## src/rtl/dlatch_mon_pkg.sv

```systemverilog
// Shared types and default constants for the latch response monitor.
package dlatch_mon_pkg;

  localparam int CNT_W_DEF    = 12;
  localparam int TIMEOUT_DEF  = 64;
  localparam int COMP_TOL_DEF = 8;

  typedef enum logic [1:0] {
    IDLE    = 2'd0,
    TRACK   = 2'd1,
    PENDING = 2'd2
  } mon_state_t;

  // Q matches the target and Q_bar is its complement in the same sample.
  function automatic logic is_settled(input logic q, input logic qb, input logic exp_v);
    return (q == exp_v) && (qb == ~exp_v);
  endfunction

endpackage

```

## src/rtl/dlatch_response_monitor_sync2.sv

```systemverilog
// Two-flop synchronizer bank for the asynchronous latch signals.
module dlatch_response_monitor_sync2 #(
  parameter int W = 1
) (
  input  logic         clk,
  input  logic         rst_n,
  input  logic [W-1:0] din,
  output logic [W-1:0] dout
);

  logic [W-1:0] s1_d, s1_q;
  logic [W-1:0] s2_d, s2_q;

  always_comb begin
    s1_d = din;
    s2_d = s1_q;
  end

  always_ff @(posedge clk or negedge rst_n) begin
    if (!rst_n) begin
      s1_q <= {W{1'b0}};
      s2_q <= {W{1'b0}};
    end else begin
      s1_q <= s1_d;
      s2_q <= s2_d;
    end
  end

  assign dout = s2_q;

endmodule

```

## src/rtl/dlatch_response_monitor.sv

```systemverilog
// Measures D/enable-to-Q settle delay of a clocked D latch and flags
// complement, hold and timeout faults, all on synchronized samples.
module dlatch_response_monitor
  import dlatch_mon_pkg::*;
#(
  parameter int CNT_W    = CNT_W_DEF,
  parameter int TIMEOUT  = TIMEOUT_DEF,
  parameter int COMP_TOL = COMP_TOL_DEF
) (
  input  logic             clk,
  input  logic             rst_n,
  input  logic             lat_d,
  input  logic             lat_en,
  input  logic             lat_q,
  input  logic             lat_qb,
  input  logic             clear,
  output logic             delay_valid,
  output logic [CNT_W-1:0] delay_cycles,
  output logic [CNT_W-1:0] max_delay,
  output logic [CNT_W-1:0] event_cnt,
  output logic             timeout_err,
  output logic             comp_err,
  output logic             hold_err,
  output logic [1:0]       state_o
);

  localparam logic [CNT_W-1:0] ZERO_C     = {CNT_W{1'b0}};
  localparam logic [CNT_W-1:0] ONE_C      = {{(CNT_W-1){1'b0}}, 1'b1};
  localparam logic [CNT_W-1:0] MAX_C      = {CNT_W{1'b1}};
  localparam logic [CNT_W-1:0] TIMEOUT_C  = CNT_W'(TIMEOUT);
  localparam logic [CNT_W-1:0] COMP_TOL_C = CNT_W'(COMP_TOL);

  logic [3:0] sync_s;
  logic       d_s, en_s, q_s, qb_s;

  dlatch_response_monitor_sync2 #(.W(4)) u_sync (
    .clk   (clk),
    .rst_n (rst_n),
    .din   ({lat_d, lat_en, lat_q, lat_qb}),
    .dout  (sync_s)
  );

  assign {d_s, en_s, q_s, qb_s} = sync_s;

  mon_state_t       state_d, state_q;
  logic             exp_val_d, exp_val_q;
  logic             q_prev_d, q_prev_q;
  logic [CNT_W-1:0] dcnt_d, dcnt_q;
  logic [CNT_W-1:0] ccnt_d, ccnt_q;
  logic             delay_valid_d, delay_valid_q;
  logic [CNT_W-1:0] delay_cycles_d, delay_cycles_q;
  logic [CNT_W-1:0] max_delay_d, max_delay_q;
  logic [CNT_W-1:0] event_cnt_d, event_cnt_q;
  logic             timeout_err_d, timeout_err_q;
  logic             comp_err_d, comp_err_q;
  logic             hold_err_d, hold_err_q;

  logic             tgt_chg_s, settle_s, pulse_s, to_set_s, hold_set_s, comp_set_s;
  logic [CNT_W-1:0] dcnt_inc_s, max_base_s, evt_base_s;

  always_comb begin
    exp_val_d  = en_s ? d_s : exp_val_q;
    tgt_chg_s  = (exp_val_d != exp_val_q);
    settle_s   = is_settled(q_s, qb_s, exp_val_q);
    q_prev_d   = q_s;
    // Elapsed cycles include the cycle in which the change was observed.
    dcnt_inc_s = dcnt_q + ONE_C;

    state_d    = state_q;
    dcnt_d     = dcnt_q;
    pulse_s    = 1'b0;
    to_set_s   = 1'b0;
    hold_set_s = 1'b0;

    case (state_q)
      IDLE: begin
        if (en_s) begin
          state_d = PENDING;
          dcnt_d  = ZERO_C;
        end else begin
          dcnt_d  = ZERO_C;
        end
      end
      TRACK: begin
        if (tgt_chg_s) begin
          state_d = PENDING;
          dcnt_d  = ZERO_C;
        end else if (!en_s && (q_s != q_prev_q)) begin
          hold_set_s = 1'b1;
        end else begin
          dcnt_d = dcnt_q;
        end
      end
      PENDING: begin
        if (tgt_chg_s) begin
          dcnt_d = ZERO_C;
        end else if (settle_s) begin
          pulse_s = 1'b1;
          state_d = TRACK;
          dcnt_d  = dcnt_inc_s;
        end else if (dcnt_inc_s == TIMEOUT_C) begin
          to_set_s = 1'b1;
          state_d  = IDLE;
          dcnt_d   = ZERO_C;
        end else begin
          dcnt_d = dcnt_inc_s;
        end
      end
      default: begin
        state_d = IDLE;
        dcnt_d  = ZERO_C;
      end
    endcase
  end

  // Complement watchdog: run length of Q==Q_bar, saturating at the tolerance.
  always_comb begin
    ccnt_d     = ZERO_C;
    comp_set_s = 1'b0;
    if ((state_q != IDLE) && (q_s == qb_s)) begin
      ccnt_d     = (ccnt_q >= COMP_TOL_C) ? COMP_TOL_C : (ccnt_q + ONE_C);
      comp_set_s = (ccnt_d >= COMP_TOL_C);
    end else begin
      ccnt_d = ZERO_C;
    end
  end

  always_comb begin
    max_base_s     = clear ? ZERO_C : max_delay_q;
    evt_base_s     = clear ? ZERO_C : event_cnt_q;
    delay_valid_d  = pulse_s;
    delay_cycles_d = pulse_s ? dcnt_inc_s : delay_cycles_q;
    max_delay_d    = max_base_s;
    event_cnt_d    = evt_base_s;
    if (pulse_s) begin
      max_delay_d = (dcnt_inc_s > max_base_s) ? dcnt_inc_s : max_base_s;
      event_cnt_d = (evt_base_s == MAX_C) ? MAX_C : (evt_base_s + ONE_C);
    end else begin
      max_delay_d = max_base_s;
    end
    // A flag being set in the same cycle as clear stays set.
    timeout_err_d = to_set_s   | (timeout_err_q & ~clear);
    comp_err_d    = comp_set_s | (comp_err_q    & ~clear);
    hold_err_d    = hold_set_s | (hold_err_q    & ~clear);
  end

  always_ff @(posedge clk or negedge rst_n) begin
    if (!rst_n) begin
      state_q        <= IDLE;
      exp_val_q      <= 1'b0;
      q_prev_q       <= 1'b0;
      dcnt_q         <= ZERO_C;
      ccnt_q         <= ZERO_C;
      delay_valid_q  <= 1'b0;
      delay_cycles_q <= ZERO_C;
      max_delay_q    <= ZERO_C;
      event_cnt_q    <= ZERO_C;
      timeout_err_q  <= 1'b0;
      comp_err_q     <= 1'b0;
      hold_err_q     <= 1'b0;
    end else begin
      state_q        <= state_d;
      exp_val_q      <= exp_val_d;
      q_prev_q       <= q_prev_d;
      dcnt_q         <= dcnt_d;
      ccnt_q         <= ccnt_d;
      delay_valid_q  <= delay_valid_d;
      delay_cycles_q <= delay_cycles_d;
      max_delay_q    <= max_delay_d;
      event_cnt_q    <= event_cnt_d;
      timeout_err_q  <= timeout_err_d;
      comp_err_q     <= comp_err_d;
      hold_err_q     <= hold_err_d;
    end
  end

  assign delay_valid  = delay_valid_q;
  assign delay_cycles = delay_cycles_q;
  assign max_delay    = max_delay_q;
  assign event_cnt    = event_cnt_q;
  assign timeout_err  = timeout_err_q;
  assign comp_err     = comp_err_q;
  assign hold_err     = hold_err_q;
  assign state_o      = state_q;

endmodule

```

## config.mk

```make
export PLATFORM = sky130hd
export DESIGN_NAME = dlatch_response_monitor
export DESIGN_NICKNAME = d
export VERILOG_FILES = /design/src/rtl/dlatch_mon_pkg.sv /design/src/rtl/dlatch_response_monitor_sync2.sv /design/src/rtl/dlatch_response_monitor.sv
export SDC_FILE = /design/constraint.sdc
export NUM_CORES = 1
export LEC_CHECK = 0
export CAP_MARGIN = 10
export CORE_MARGIN = 1.5
export CORE_UTILIZATION = 55
export DETAILED_ROUTE_END_ITERATION = 12
export PLACE_DENSITY = 0.86
export RECOVER_POWER = 50
export SLEW_MARGIN = 20
export SYNTH_ARGS = -nofsm -noshare
export SYNTH_HDL_FRONTEND = slang
export SYNTH_SLANG_ARGS = --single-unit
```

## constraint.sdc

```tcl
create_clock -name clk -period 3.2 [get_ports clk]
set_input_delay 0.48 -clock clk [delete_from_list [all_inputs] [get_ports clk]]
set_output_delay 0.48 -clock clk [all_outputs]
set_load 0.005 [all_outputs]
```

Yosys cells after proc, flatten, opt, wreduce, memory -nomap -nowiden
Cells that the tools add are included.
{"block": "classes", "add_sub_neg": 3, "n_lt_le_gt_ge": 3, "bitwise": 8, "n_eq_ne": 13, "mux": 31, "reduce_logical": 7}
{"operator": "12-bit two-way mux", "n": 12}
{"operator": "12-bit by 1-bit adder with 12-bit output (second input constant)", "n": 3}
{"operator": "12-bit by 4-bit >= comparator with 1-bit output (second input constant)", "n": 2}
{"operator": "12-bit case mux with 2 select lines", "n": 1}
{"operator": "12-bit == test (second input constant)", "n": 1}
{"operator": "12-bit by 7-bit == test with 1-bit output (second input constant)", "n": 1}
{"operator": "12-bit > comparator", "n": 1}
{"operator": "1-bit two-way mux", "n": 12}
{"operator": "2-bit two-way mux", "n": 5}
{"operator": "2-bit case mux with 3 select lines", "n": 1}
{"operator": "2-bit != test (second input constant)", "n": 2}
{"operator": "4-bit AND reduction", "n": 1}
{"operator": "1-bit AND", "n": 3}
{"operator": "1-bit == test", "n": 3}
{"operator": "1-bit logical AND", "n": 3}
{"operator": "3-bit != test (second input constant)", "n": 1}
{"operator": "1-bit OR", "n": 3}
{"operator": "2-bit by 1-bit == test with 1-bit output (second input constant)", "n": 1}
{"operator": "2-bit == test (second input constant)", "n": 1}
{"operator": "2-bit zero test", "n": 1}
{"operator": "1-bit != test", "n": 2}
{"operator": "2-bit by 1-bit != test with 1-bit output (second input constant)", "n": 1}
{"operator": "1-bit inverter", "n": 2}
{"operator": "2-bit nonzero test", "n": 1}
{"operator": "1-bit zero test", "n": 1}
{"block": "totals", "register_bits": 76, "output_inout_bits": 42, "input_bits": 7, "elab_cells": 79}

Longest topological paths before layout
{"block": "logic_depth", "depth_word": 7, "ltp_mapped": 12, "ltp_nobuf": 11}

By module
Synthesis repeated with hierarchy kept, for this count alone.
{"block": "unflattened", "cells_unflattened": 342, "hier_area_um2": 3580.9}
{"module": "dlatch_response_monitor", "area_per_inst_um2": 3380.7, "instances": 1, "cells_each": 334, "seq_area_each_um2": 1701.6}
{"module": "dlatch_response_monitor_sync2", "area_per_inst_um2": 200.2, "instances": 1, "cells_each": 8, "seq_area_each_um2": 200.2}

Least setup slack after synthesis
No wires, ideal clock.
{"block": "synth_path", "kind": "reg2reg", "from": "register dcnt_q[0]", "to": "register max_delay_q[0] (netlist: max_delay[0])", "setup_slack_ps": 440, "path_buffers": 0, "arrival_ps": 2635, "synth_period_minus_slack_ps": 2760, "required_time_ps": 3075, "setup_time_ps": 125, "stages_incl_launch_ff": 11, "path_cell_list": "dfrtp_1 -> ha_1 -> nand4_1 -> nor3_1 -> xnor2_1 -> inv_1 -> ha_1 -> nand4_1 -> a211o_1 -> a31oi_4 -> mux2_2"}
{"block": "synth_between", "elab_chain_cells": 4}
{"element": "from (decl)", "line": "dlatch_response_monitor.sv:48", "text": "logic [CNT_W-1:0] dcnt_d, dcnt_q;"}
{"element": "from (signal assigned)", "line": "dlatch_response_monitor.sv:165", "text": "dcnt_q <= dcnt_d;"}
{"element": "12-bit by 1-bit adder with 12-bit output", "line": "dlatch_response_monitor.sv:67", "text": "dcnt_inc_s = dcnt_q + ONE_C;"}
{"element": "net dcnt_inc_s[10]", "line": "dlatch_response_monitor.sv:59", "text": "logic [CNT_W-1:0] dcnt_inc_s, max_base_s, evt_base_s;"}
{"element": "12-bit > comparator", "line": "dlatch_response_monitor.sv:136", "text": "max_delay_d = (dcnt_inc_s > max_base_s) ? dcnt_inc_s : max_base_s;"}
{"element": "12-bit two-way mux", "line": "dlatch_response_monitor.sv:136"}
{"element": "12-bit two-way mux", "line": "dlatch_response_monitor.sv:135", "text": "if (pulse_s) begin"}
{"element": "net max_delay_d[0]", "line": "dlatch_response_monitor.sv:52", "text": "logic [CNT_W-1:0] max_delay_d, max_delay_q;"}
{"element": "to (signal assigned)", "line": "dlatch_response_monitor.sv:169", "text": "max_delay_q <= max_delay_d;"}
{"element": "to (decl)", "line": "dlatch_response_monitor.sv:52"}
The timed path passes the listed nets, and every way through them passes these cells.
A chain may end at the register's enable or synchronous reset.

Final worst setup path
{"block": "layout_path", "from": "register dcnt_q[6]", "to": "register max_delay_q[9] (netlist: max_delay[9])"}
Same word-level chain as after synthesis.

==> results_dict.tcl <==
set metrics [dict create \
    crit_top_cell "nand4_1" \
    cp_max_fo 8 \
    clkLatencyLatePin_ns 0.35 \
    grt_pass1_wl_mm 13.1 \
    grt.met3_usage_pct 4.23 \
    root_buffer "clkbuf_8" \
    cts.sinks 76 \
    grt_pass1_vias 2767 \
    cts_tree "built" \
    grt_util_met1_pct 30.9 \
    synth-seq-cells 76 \
    hold_viol 0 \
    required_ns 3.46 \
    tightest_slew_ns 1.82 \
    timing.hold.ws_ns 0.354 \
    viasPerCell 5.57 \
    ys_types 53 \
    area_growth_pct 23.5 \
    finalMaxSlewViolations 77 \
    grtUsageMet2_pct 38.2 \
    wl_per_cell_um 15.6 \
    initial_utilization_pct 57.0 \
    setup_viol 0 \
    core_um2 6390 \
    dr.pass1.iters 4 \
    max-vdd-ir-drop_uv 368 \
    grt_max_degree 77 \
    rows 29 \
    synthCells 350 \
    p_leak_nw 2.04 \
    synth_edf_count 0 \
    n_antenna_cell 0 \
    power-per-cell-area_nw_per_um2 592 \
    worst_slack_ns 0.183 \
    multi_input_area_um2 1630 \
    endpoint_kind "flop" \
    slowest_delay_ns 0.47 \
    dieArea_um2 7110 \
    hold_buffers 0 \
    drive_gt1_share_pct 11.1 \
    port_buffers 48 \
    status "complete, but fails checks" \
    avgSynthCellArea_um2 10.4 \
    fin_crit_ns 3.02 \
    max_freq_mhz 331 \
    timing.slew.headroom_pct -21.5 \
    ys_async_sr_fraction_pct 100 \
    yosys_warnings 0 \
    io_pins 49 \
    crit_chain "nand4_1, nor4_1, xnor2_1, inv_1, ha_1, nand4_1, a211o_1, a31oi_4, buf_6, mux2i_1" \
    yosys-top-cells-area "dfrtp_1 (52%), ha_1 (5.8%), nand2_1 (3.8%), mux2i_1 (3.3%), o21ai_0 (3.2%)" \
    fin_skew_ns 0.00775 \
    cp_slowest_cell "dfrtp_1" \
    mappedNetlistArea_um2 3640 \
    clockBufferDepth 2 \
    wl_mm 7.77 \
    fin_crit_sh_pct 94.3 \
    cp_top_family "simple AND/OR/NAND/NOR gates" \
    seq_area_frac_synth_pct 52.3 \
    synth_largest_area_cell "dfrtp_1" \
    cts_buffers 9 \
    finalNonFillerCells 499 \
    fin_nets 441 \
    drt_iter0_markers 216 \
    vias 2777 \
    cp-start-kind "flop" \
    htree_levels 3 \
    seqCellArea_um2 1900 \
    post-route-drc-count 0 \
    netlist.area_leader.share_pct 52.3 \
    path_clk_slew_ns 0.08 \
    maxCapViolations 1 \
    grt.total_usage_pct 23.2 \
    pre_cts_slack_ns 0.0727 \
    antenna_found_initial 0 \
    worstPathArrival_ns 3.27 \
    die_w_um 84.3 \
    grt-busiest-layer "met2" \
    overflow 0 \
    ant_nets 0 \
    dpl.cell_count 482 \
    synth_flop_cell "dfrtp_1" \
    crit_type "flop to flop" \
    gp_congestion 0.872 \
    die_height_um 84.3 \
    hpwl_mm 5.43 \
    violations "capacitance limit, slew limit" \
    crit_buf_inv 2 \
    holdCritPathClass "flop to flop" \
    fill_cells 445 \
]
-- cells in the final DEF, fill, tap and decap left out, drive strengths merged, types with 3 or more instances in the layout --
master / instances
o211ai: 3
mux2i: 12
ha: 17
inv: 21
nand4: 13
nor3: 5
clkdlybuf4s50: 40
nand2b: 4
nor2b: 7
buf: 12
nor4: 5
o21ai: 23
dlygate4sd3: 7
xor2: 9
a21o: 3
xnor2: 12
clkbuf: 12
nand3: 7
nand2: 37
a31oi: 4
a21oi: 19
dfrtp: 76
and3: 6
nor2: 26
and2: 3
clkinv: 3
mux2: 3
conb: 8
-- synth_stat cells (9+ instances only) --
library cell / count
a21oi_1: 18
o21ai_0: 23
xor2_1: 9
nand4_1: 13
inv_1: 20
ha_1: 17
nor2_1: 26
dfrtp_1: 76
xnor2_1: 12
mux2i_1: 12
nand2_1: 37
-- power breakdown --
part           switching [mW]  internal [mW]  total (mW)  leakage, nW
Clock                   0.368          0.387       0.755       0.0991
Sequential              0.101           1.10        1.20        0.981
Combinational           0.329          0.379       0.707        0.956
Total                   0.798           1.86        2.66         2.04
-- final cells by class --
type	instances	share of cell area, %
timing repair buffer	61	12.8
tap	77	2.14
sequential	76	42.4
clock inverter	6	1.59
inverter	21	1.78
clock buffer	10	3.06
multi-input combinational	248	36.3
-- final timing paths --
path | start | to | slack, ns | cells after the start
worst max-delay path | dcnt_q[6]$_DFFE_PN0P_ | max_delay[9]$_DFF_PN0_ | 0.18 | 10
worst min-delay path | u_sync.s1_q[2]$_DFF_PN0_ | u_sync.dout[2]$_DFF_PN0_ | 0.35 | 0
worst max register to register | dcnt_q[6]$_DFFE_PN0P_ | max_delay[9]$_DFF_PN0_ | 0.18 | 10
worst min register to register | u_sync.s1_q[2]$_DFF_PN0_ | u_sync.dout[2]$_DFF_PN0_ | 0.35 | 0
max in group asynchronous | rst_n | dcnt_q[1]$_DFFE_PN0P_ | 1.38 | 1
min in group asynchronous | rst_n | event_cnt[3]$_DFF_PN0_ | 0.59 | 1
-- state kept, by name (all words and copies together) (netlist names) --
signal and cells:
state_o 2, max_delay 12, u_sync.dout 4, exp_val_q 1
dcnt_q 12, u_sync.s1_q 4, q_prev_q 1, comp_err 1
hold_err 1, delay_cycles 12, ccnt_q 12, delay_valid 1
event_cnt 12, timeout_err 1
-- worst register-to-register path: stages (launching register included) --
cell and delay, ns:
dfrtp_1 0.47, nand4_1 0.26, nor4_1 0.39, xnor2_1 0.21
inv_1 0.07, ha_1 0.30, nand4_1 0.15, a211o_1 0.34
a31oi_4 0.30, buf_6 0.21, mux2i_1 0.23
-- logic make-up after synthesis --
| group | Yosys count | synth area share, % |
|---|---|---|
| and+or+nand+nor | 119 | 16.4 |
| other | 1 | 0.103 |
| AOI/OAI and AO/OA | 67 | 11.7 |
| muxes | 15 | 4.23 |
| xor gates and xnor gates | 21 | 5.06 |
| DFF | 76 | 52.3 |
| adders and majority gates | 18 | 6.12 |
| buffers and inverters | 33 | 4.06 |
-- routing by layer --
metal,vias to the layer above,routed length (µm)
li1,1340,-
met1,1350,3560
met2,72,3780
met3,15,301
met4,0,130
met5,-,0
-- through the flow --
stage | util [%] | total power, mW | cell area [µm²] | TNS (ns)
2_1_floorplan | - | 1.57 | 3660 | 0
3_3_place_gp | 66.7 | 1.91 | 4260 | 0
3_5_place_dp | 66.7 | 1.93 | 4260 | 0
4_1_cts | 70.0 | 2.68 | 4470 | 0
5_1_grt | 70.4 | 2.81 | 4490 | -0.0348
6_report | 70.4 | 2.66 | 4490 | 0
-- what timing repair did --
action,in CTS,in global routing
resized for setup,0,8
endpoints found under the setup margin,0,12
buffers inserted,0,1
(Power assumes the default switching activity.)
